--- src/rtl/cnn_frame_sequencer_pkg.sv ---
// cnn_frame_sequencer_pkg: shared state, error codes and widths for the frame sequencer
package cnn_frame_sequencer_pkg;
    localparam int PIX_W = 8;
    localparam int RES_W = 48;
    typedef enum logic [2:0] {
        S_IDLE, S_CLEAR, S_START, S_STREAM, S_DRAIN, S_FC_RUN, S_DONE, S_ERROR
    } seq_state_t;
    localparam logic [1:0] ERR_NONE = 2'b00;
    localparam logic [1:0] ERR_TIMEOUT = 2'b01;
    localparam logic [1:0] ERR_COUNT = 2'b10;
endpackage

--- src/rtl/cnn_frame_sequencer_if.sv ---
// cnn_frame_sequencer_if: control, pixel stream, feature and FC result signals of the frame sequencer
interface cnn_frame_sequencer_if;
    import cnn_frame_sequencer_pkg::*;
    logic i_frame_req, i_abort, i_clr_err, i_feat_valid, i_buf_full, i_fc_valid, s_valid;
    logic s_ready, o_start, o_pixel_valid, o_buf_clear, o_fc_start, o_busy, o_result_valid;
    logic [PIX_W-1:0] s_data, o_pixel;
    logic [RES_W-1:0] i_fc_data, o_result;
    logic [15:0] o_frame_cnt;
    logic [1:0] o_err;
    modport master (
        output i_frame_req, i_abort, i_clr_err, i_feat_valid, i_buf_full, i_fc_valid, s_valid, s_data, i_fc_data,
        input s_ready, o_start, o_pixel_valid, o_pixel, o_buf_clear, o_fc_start, o_busy, o_result_valid,
        input o_result, o_frame_cnt, o_err
    );
    modport slave (
        input i_frame_req, i_abort, i_clr_err, i_feat_valid, i_buf_full, i_fc_valid, s_valid, s_data, i_fc_data,
        output s_ready, o_start, o_pixel_valid, o_pixel, o_buf_clear, o_fc_start, o_busy, o_result_valid,
        output o_result, o_frame_cnt, o_err
    );
endinterface

--- src/rtl/cnn_frame_sequencer_watchdog.sv ---
// cnn_watchdog: counts unkicked cycles while enabled and flags expiry after TIMEOUT of them
module cnn_watchdog #(
    parameter int TIMEOUT = 4096
) (
    input  logic clk,
    input  logic rst,
    input  logic en,
    input  logic kick,
    output logic expired
);
    localparam int CW = $clog2(TIMEOUT);
    logic [CW-1:0] cnt_q;
    always_ff @(posedge clk or negedge rst) begin
        if (!rst) cnt_q <= '0;
        else cnt_q <= (!en || kick) ? '0 : cnt_q + 1'b1;
    end
    assign expired = en && cnt_q == CW'(TIMEOUT - 1);
endmodule

--- src/rtl/cnn_frame_sequencer.sv ---
// cnn_frame_sequencer: per-frame controller for extractor, flatten buffer and FC layer
module cnn_frame_sequencer
    import cnn_frame_sequencer_pkg::*;
#(
    parameter int NUM_PIX = 1024,
    parameter int NUM_FEAT = 225,
    parameter int TIMEOUT = 4096
) (
    input logic clk,
    input logic rst,
    cnn_frame_sequencer_if.slave bus
);
    localparam int PCW = $clog2(NUM_PIX + 1);
    localparam int FCW = $clog2(NUM_FEAT + 2);
    seq_state_t state_q, state_d;
    logic [PCW-1:0] pix_cnt_q, pix_cnt_d;
    logic [FCW-1:0] feat_cnt_q, feat_cnt_d;
    logic [PIX_W-1:0] pixel_q, pixel_d;
    logic [RES_W-1:0] result_q, result_d;
    logic [15:0] frame_cnt_q, frame_cnt_d;
    logic [1:0] err_q, err_d;
    logic pix_valid_q, pix_valid_d, start_q, start_d, clear_q, clear_d;
    logic fc_start_q, fc_start_d, res_valid_q, res_valid_d;
    logic beat, last_beat, abort, feat_in, feat_ok, expired, stall;

    assign bus.s_ready = state_q == S_STREAM;
    assign beat = bus.s_valid && bus.s_ready;
    assign last_beat = beat && pix_cnt_q == PCW'(NUM_PIX - 1);
    assign abort = bus.i_abort && state_q != S_IDLE;
    assign feat_in = bus.i_feat_valid && (state_q == S_STREAM || state_q == S_DRAIN);
    assign feat_ok = feat_cnt_q == FCW'(NUM_FEAT);
    // progress in the same cycle as expiry still counts as activity
    assign stall = expired && !(beat || bus.i_feat_valid);

    cnn_watchdog #(.TIMEOUT(TIMEOUT)) u_wd (
        .clk,
        .rst,
        .en(state_q inside {S_STREAM, S_DRAIN, S_FC_RUN}),
        .kick(state_d != state_q || beat || bus.i_feat_valid),
        .expired
    );

    always_ff @(posedge clk or negedge rst) begin
        if (!rst) state_q <= S_IDLE;
        else state_q <= state_d;
    end

    always_comb begin
        state_d = state_q;
        if (abort) state_d = S_IDLE;
        else case (state_q)
            S_IDLE:   state_d = bus.i_frame_req ? S_CLEAR : S_IDLE;
            S_CLEAR:  state_d = S_START;
            S_START:  state_d = S_STREAM;
            S_STREAM: state_d = last_beat ? S_DRAIN : stall ? S_ERROR : S_STREAM;
            S_DRAIN:  state_d = bus.i_buf_full ? (feat_ok ? S_FC_RUN : S_ERROR) : stall ? S_ERROR : S_DRAIN;
            S_FC_RUN: state_d = bus.i_fc_valid ? S_DONE : stall ? S_ERROR : S_FC_RUN;
            S_DONE:   state_d = S_IDLE;
            S_ERROR:  state_d = bus.i_clr_err ? S_IDLE : S_ERROR;
            default:  state_d = S_IDLE;
        endcase
    end

    always_comb begin
        pix_cnt_d = state_q == S_CLEAR ? '0 : pix_cnt_q + PCW'(beat);
        feat_cnt_d = state_q == S_CLEAR ? '0 : feat_cnt_q + FCW'(feat_in && feat_cnt_q != FCW'(NUM_FEAT + 1));
        pix_valid_d = beat;
        pixel_d = beat ? bus.s_data : pixel_q;
        clear_d = state_d == S_CLEAR || abort;
        start_d = state_d == S_START;
        fc_start_d = state_q == S_DRAIN && state_d == S_FC_RUN;
        res_valid_d = state_d == S_DONE;
        result_d = (state_q == S_FC_RUN && state_d == S_DONE) ? bus.i_fc_data : result_q;
        frame_cnt_d = frame_cnt_q + 16'(state_q == S_DONE && !abort);
        err_d = (state_d == S_ERROR && state_q != S_ERROR)
              ? ((state_q == S_DRAIN && bus.i_buf_full) ? ERR_COUNT : ERR_TIMEOUT)
              : bus.i_clr_err ? ERR_NONE : err_q;
    end

    always_ff @(posedge clk or negedge rst) begin
        if (!rst) begin
            pix_cnt_q <= '0;
            feat_cnt_q <= '0;
            pixel_q <= '0;
            result_q <= '0;
            frame_cnt_q <= '0;
            err_q <= ERR_NONE;
            pix_valid_q <= 1'b0;
            start_q <= 1'b0;
            clear_q <= 1'b0;
            fc_start_q <= 1'b0;
            res_valid_q <= 1'b0;
        end else begin
            pix_cnt_q <= pix_cnt_d;
            feat_cnt_q <= feat_cnt_d;
            pixel_q <= pixel_d;
            result_q <= result_d;
            frame_cnt_q <= frame_cnt_d;
            err_q <= err_d;
            pix_valid_q <= pix_valid_d;
            start_q <= start_d;
            clear_q <= clear_d;
            fc_start_q <= fc_start_d;
            res_valid_q <= res_valid_d;
        end
    end

    assign bus.o_busy = state_q != S_IDLE;
    assign bus.o_start = start_q;
    assign bus.o_buf_clear = clear_q;
    assign bus.o_fc_start = fc_start_q;
    assign bus.o_pixel_valid = pix_valid_q;
    assign bus.o_pixel = pixel_q;
    assign bus.o_result_valid = res_valid_q;
    assign bus.o_result = result_q;
    assign bus.o_frame_cnt = frame_cnt_q;
    assign bus.o_err = err_q;
endmodule

--- src/flat_wrapper.sv ---
// flat-port wrapper written by rule: the top's interface ports become plain ports
module cnn_frame_sequencer_flat import cnn_frame_sequencer_pkg::*;
#(
    parameter int NUM_PIX = 1024,
    parameter int NUM_FEAT = 225,
    parameter int TIMEOUT = 4096
)
  (clk, rst, bus_i_frame_req, bus_i_abort, bus_i_clr_err, bus_i_feat_valid, bus_i_buf_full, bus_i_fc_valid, bus_s_valid, bus_s_data, bus_i_fc_data, bus_s_ready, bus_o_start, bus_o_pixel_valid, bus_o_pixel, bus_o_buf_clear, bus_o_fc_start, bus_o_busy, bus_o_result_valid, bus_o_result, bus_o_frame_cnt, bus_o_err);
  cnn_frame_sequencer_if bus_i ();
  input logic clk;
  input logic rst;
  input wire logic [$bits(bus_i.i_frame_req)-1:0] bus_i_frame_req;
  input wire logic [$bits(bus_i.i_abort)-1:0] bus_i_abort;
  input wire logic [$bits(bus_i.i_clr_err)-1:0] bus_i_clr_err;
  input wire logic [$bits(bus_i.i_feat_valid)-1:0] bus_i_feat_valid;
  input wire logic [$bits(bus_i.i_buf_full)-1:0] bus_i_buf_full;
  input wire logic [$bits(bus_i.i_fc_valid)-1:0] bus_i_fc_valid;
  input wire logic [$bits(bus_i.s_valid)-1:0] bus_s_valid;
  input wire logic [$bits(bus_i.s_data)-1:0] bus_s_data;
  input wire logic [$bits(bus_i.i_fc_data)-1:0] bus_i_fc_data;
  output wire logic [$bits(bus_i.s_ready)-1:0] bus_s_ready;
  output wire logic [$bits(bus_i.o_start)-1:0] bus_o_start;
  output wire logic [$bits(bus_i.o_pixel_valid)-1:0] bus_o_pixel_valid;
  output wire logic [$bits(bus_i.o_pixel)-1:0] bus_o_pixel;
  output wire logic [$bits(bus_i.o_buf_clear)-1:0] bus_o_buf_clear;
  output wire logic [$bits(bus_i.o_fc_start)-1:0] bus_o_fc_start;
  output wire logic [$bits(bus_i.o_busy)-1:0] bus_o_busy;
  output wire logic [$bits(bus_i.o_result_valid)-1:0] bus_o_result_valid;
  output wire logic [$bits(bus_i.o_result)-1:0] bus_o_result;
  output wire logic [$bits(bus_i.o_frame_cnt)-1:0] bus_o_frame_cnt;
  output wire logic [$bits(bus_i.o_err)-1:0] bus_o_err;
  assign bus_i.i_frame_req = bus_i_frame_req;
  assign bus_i.i_abort = bus_i_abort;
  assign bus_i.i_clr_err = bus_i_clr_err;
  assign bus_i.i_feat_valid = bus_i_feat_valid;
  assign bus_i.i_buf_full = bus_i_buf_full;
  assign bus_i.i_fc_valid = bus_i_fc_valid;
  assign bus_i.s_valid = bus_s_valid;
  assign bus_i.s_data = bus_s_data;
  assign bus_i.i_fc_data = bus_i_fc_data;
  assign bus_s_ready = bus_i.s_ready;
  assign bus_o_start = bus_i.o_start;
  assign bus_o_pixel_valid = bus_i.o_pixel_valid;
  assign bus_o_pixel = bus_i.o_pixel;
  assign bus_o_buf_clear = bus_i.o_buf_clear;
  assign bus_o_fc_start = bus_i.o_fc_start;
  assign bus_o_busy = bus_i.o_busy;
  assign bus_o_result_valid = bus_i.o_result_valid;
  assign bus_o_result = bus_i.o_result;
  assign bus_o_frame_cnt = bus_i.o_frame_cnt;
  assign bus_o_err = bus_i.o_err;
  cnn_frame_sequencer #(.NUM_PIX(NUM_PIX), .NUM_FEAT(NUM_FEAT), .TIMEOUT(TIMEOUT)) u_core (.clk(clk), .rst(rst), .bus(bus_i));
endmodule
--- config.mk ---
export PLATFORM = sky130hd
export DESIGN_NAME = cnn_frame_sequencer_flat
export DESIGN_NICKNAME = d
export VERILOG_FILES = /design/src/rtl/cnn_frame_sequencer_pkg.sv /design/src/rtl/cnn_frame_sequencer_if.sv /design/src/rtl/cnn_frame_sequencer_watchdog.sv /design/src/rtl/cnn_frame_sequencer.sv /design/src/flat_wrapper.sv
export SDC_FILE = /design/constraint.sdc
export NUM_CORES = 1
export LEC_CHECK = 0
export ABC_CLOCK_PERIOD_IN_PS = 2650
export CAP_MARGIN = 25
export CORE_ASPECT_RATIO = 0.5
export CORE_UTILIZATION = 47
export CTS_BUF_LIST = sky130_fd_sc_hd__clkbuf_4 sky130_fd_sc_hd__clkbuf_8 sky130_fd_sc_hd__clkbuf_16
export DETAILED_ROUTE_END_ITERATION = 12
export GPL_ROUTABILITY_DRIVEN = 1
export PLACE_DENSITY_LB_ADDON = 0.15
export SLEW_MARGIN = 25
export SYNTH_ARGS = -nofsm -noshare
export SYNTH_HDL_FRONTEND = slang
export SYNTH_SLANG_ARGS = --single-unit
--- constraint.sdc ---
create_clock -name clk -period 2.65 [get_ports clk]
set_input_delay 0.3975 -clock clk [delete_from_list [all_inputs] [get_ports clk]]
set_output_delay 0.3975 -clock clk [all_outputs]
set_load 0.02 [all_outputs]
==> flow_metrics.env <==
export IMPL_status="finished clean"
export IMPL_fillers=677
export IMPL_slew_headroom_pct=64.6
export IMPL_hp_class="reg -> reg"
export IMPL_worstHoldPathCells=1
export IMPL_vdd_drop_max_uv=488
export IMPL_cp_slowest_cell="clkdlybuf4s50_1"
export IMPL_cts_made_buffers=17
export IMPL_area_growth_pct=48.4
export IMPL_final_core_util_pct=74.4
export IMPL_wl_per_cell_um=16.1
export IMPL_multi_input_area_sq_mm=0.00198
export IMPL_crit_cells=5
export IMPL_worst_pin_slew_ps=532
export IMPL_placed_area_sq_mm=0.00664
export IMPL_cap_violations=0
export IMPL_yosys_warnings=0
export IMPL_path_clk_slew_ps=50
export IMPL_yosysSeqAreaShare_pct=57.7
export IMPL_dpl_worst_slack_ps=-83.8
export IMPL_finalNetCount=623
export IMPL_crit_buf_inv=4
export IMPL_initial_utilization_pct=50.1
export IMPL_rsz0062_at_grt="no"
export IMPL_p_per_area_mw_per_mm2=627
export IMPL_die_w_um=146
export IMPL_drt_iter0_drc=179
export IMPL_drive_gt1_share_pct=21.8
export IMPL_end_kind="output pin"
export IMPL_syn_nets=450
export IMPL_clockBufferDepth=2
export IMPL_ys_ff_latch=113
export IMPL_num_antenna_cells=0
export IMPL_hold_viol=0
export IMPL_vias_per_cell=5.02
export IMPL_worstSetupPathType="reg -> out"
export IMPL_synth_edf_count=0
export IMPL_track_usage_pct=21.9
export IMPL_grt_pass1_wl_mm=17.8
export IMPL_cp_max_fo=12
export IMPL_syn_inst=378
export IMPL_synth_flop_cell="dfrtp_1"
export IMPL_final_common_cell="clkdlybuf4s50_1"
export IMPL_grt_overflow_total=0
export IMPL_synthArstFlopShare_pct=100
export IMPL_wirelength_mm=11.3
export IMPL_avgSynthCellArea_sq_um=13.0
export IMPL_dpl_cell_count=666
export IMPL_clock_sinks=113
export IMPL_io_buffers=145
export IMPL_path_cells="buf_4 -> nor3_2 -> buf_4 -> inv_1 -> clkdlybuf4s50_1"
export IMPL_htree_levels=4
export IMPL_cpPeakStageDelay_ps=520
export IMPL_antenna_found_initial=0
export IMPL_first_pass_iters=4
export IMPL_drc_errors=0
export IMPL_cts_tree="done"
export IMPL_fin_crit_ps=2500
export IMPL_die_area_sq_mm=0.0109
export IMPL_core_area_sq_mm=0.00979
export IMPL_dp_hpwl_mm=7.86
export IMPL_synth_top_area_share_pct=57.7
export IMPL_cp_start_kind="register"
export IMPL_worst_slack_ps=155
export IMPL_final_cell_mix="144 x clkdlybuf4s50_1, 110 x dfrtp_1, 47 x mux2_2"
export IMPL_worstRegToRegCells=7
export IMPL_synth_area_leaders="dfrtp_1 58%, mux2_2 11%, xnor2_1 3.8%"
export IMPL_drtAntennaViolNets=0
export IMPL_num_rows=25
export IMPL_final_cells=699
export IMPL_p_leak_nw=3.40
export IMPL_clk_latency_ps=420
export IMPL_yosysUniqueCellTypes=43
export IMPL_cts_setup_buffers=0
export IMPL_grt_max_degree=49
export IMPL_cts_root_buf="clkbuf_16"
export IMPL_finalSetupViolations=0
export IMPL_skew_ps=15.7
export IMPL_period_share_pct=94.2
export IMPL_grt_pass1_vias=3392
export IMPL_worstPathRequired_ps=2250
export IMPL_die_h_um=74.2
export IMPL_slew_violations=0
export IMPL_total_power_w=0.00457
export IMPL_ff_latch_area_sq_mm=0.00283
export IMPL_yosysTopAreaCell="dfrtp_1"
export IMPL_routabilityCongestion=0.849
export IMPL_timing_fmax_mhz=401
export IMPL_fin_area_sq_mm=0.00728
export IMPL_arrival_ps=2100
export IMPL_num_vias=3507
export IMPL_ioPinCount=146
export IMPL_critical_path_most_common_cell="buf_4"
export IMPL_cp_top_family="buffers and inverters"
export IMPL_syn_cell_area_sq_mm=0.00490
## metrics by stage
| stage | hold WS [ps] | setup TNS, ps |
|---|---|---|
| after floorplan | 102 | 0 |
| after global placement | 423 | -1370 |
| after detailed placement | 419 | -2420 |
| after CTS | 476 | 0 |
| after global routing | 483 | 0 |
| final | 469 | 0 |
## layer usage
layer	share of wire, %	track usage [%]
met5	0	0
met4	1.0	9.84
met2	48	34.7
met1	46	29.2
met3	4.3	5.46
## kinds of logic after synthesis
logic type / Yosys count / share of synthesized area (%)
adder cells (fa/ha/maj): 7 / 1.79
AND/OR/NAND/NOR: 118 / 14.1
XOR/XNOR: 38 / 6.79
multiplexers: 60 / 14.4
AO/OA/AOI/OAI: 19 / 2.98
flip-flops: 113 / 57.7
buffers and inverters: 23 / 2.27
## where the power goes
group / total, W / switching (W) / internal (W) / leakage (nW)
logic: 0.000429 / 0.000199 / 0.000231 / 1.56
registers: 0.00181 / 0.0000310 / 0.00178 / 1.56
clock network: 0.00233 / 0.000847 / 0.00149 / 0.282
total: 0.00457 / 0.00108 / 0.00349 / 3.40
## registers in the layout, summed over array words and instances, names as in the netlist
signal                     count
u_core.u_wd.cnt_q             12
u_core.bus.o_result           48
u_core.state_q                 3
u_core.bus.o_fc_start          1
u_core.bus.o_pixel             8
u_core.bus.o_pixel_valid       1
u_core.pix_cnt_q              11
u_core.bus.o_err               2
u_core.bus.o_frame_cnt        16
u_core.bus.o_result_valid      1
u_core.feat_cnt_q              8
u_core.bus.o_buf_clear         1
u_core.bus.o_start             1
## timing repair
action	in CTS	in global routing
endpoints found under the hold margin	40	0
hold buffers	1	0
setup endpoints to repair	1	14
resized for setup	1	5
## synthesized netlist by cell type, types with 2 or more instances
master    instances
mux2i_1           3
ha_1              7
mux2_4            9
mux2_2           47
nand2_1          14
or3_1             3
xnor2_1          21
nand2b_1          4
nor3_1            2
a31oi_1           3
nor2_1           24
and4b_1           2
a21oi_1           6
nand4b_4          2
nor3b_1           2
nor2b_1           5
dfrtp_1         113
nand3_1          19
buf_2             5
clkbuf_1          5
inv_1             9
nor4_1           15
o21ai_0           4
and4_1            3
and3_1           10
nand4_1           7
xor2_1           17
buf_6             2
## cell type report
| type | instances | area share (%) |
|---|---|---|
| inverter | 10 | 0.516 |
| sequential | 113 | 38.9 |
| multi-input combinational | 242 | 27.2 |
| clock inverter | 15 | 2.54 |
| clock buffer | 17 | 5.84 |
| timing repair buffer | 167 | 22.7 |
| tap | 135 | 2.32 |
## worst paths after layout
path	start	to	slack (ps)
min reg2reg	u_core.bus.o_frame_cnt[15]	u_core.bus.o_frame_cnt[15]	470
min	u_core.bus.o_frame_cnt[15]	u_core.bus.o_frame_cnt[15]	470
max in group asynchronous	rst	u_core.state_q[0]	1360
max	u_core.state_q[1]	bus_o_busy	150
min in group asynchronous	rst	u_core.u_wd.cnt_q[5]	510
max reg2reg	u_core.u_wd.cnt_q[0]	u_core.bus.o_err[1]	270
No activity file was read; power rests on OpenSTA's default activity.
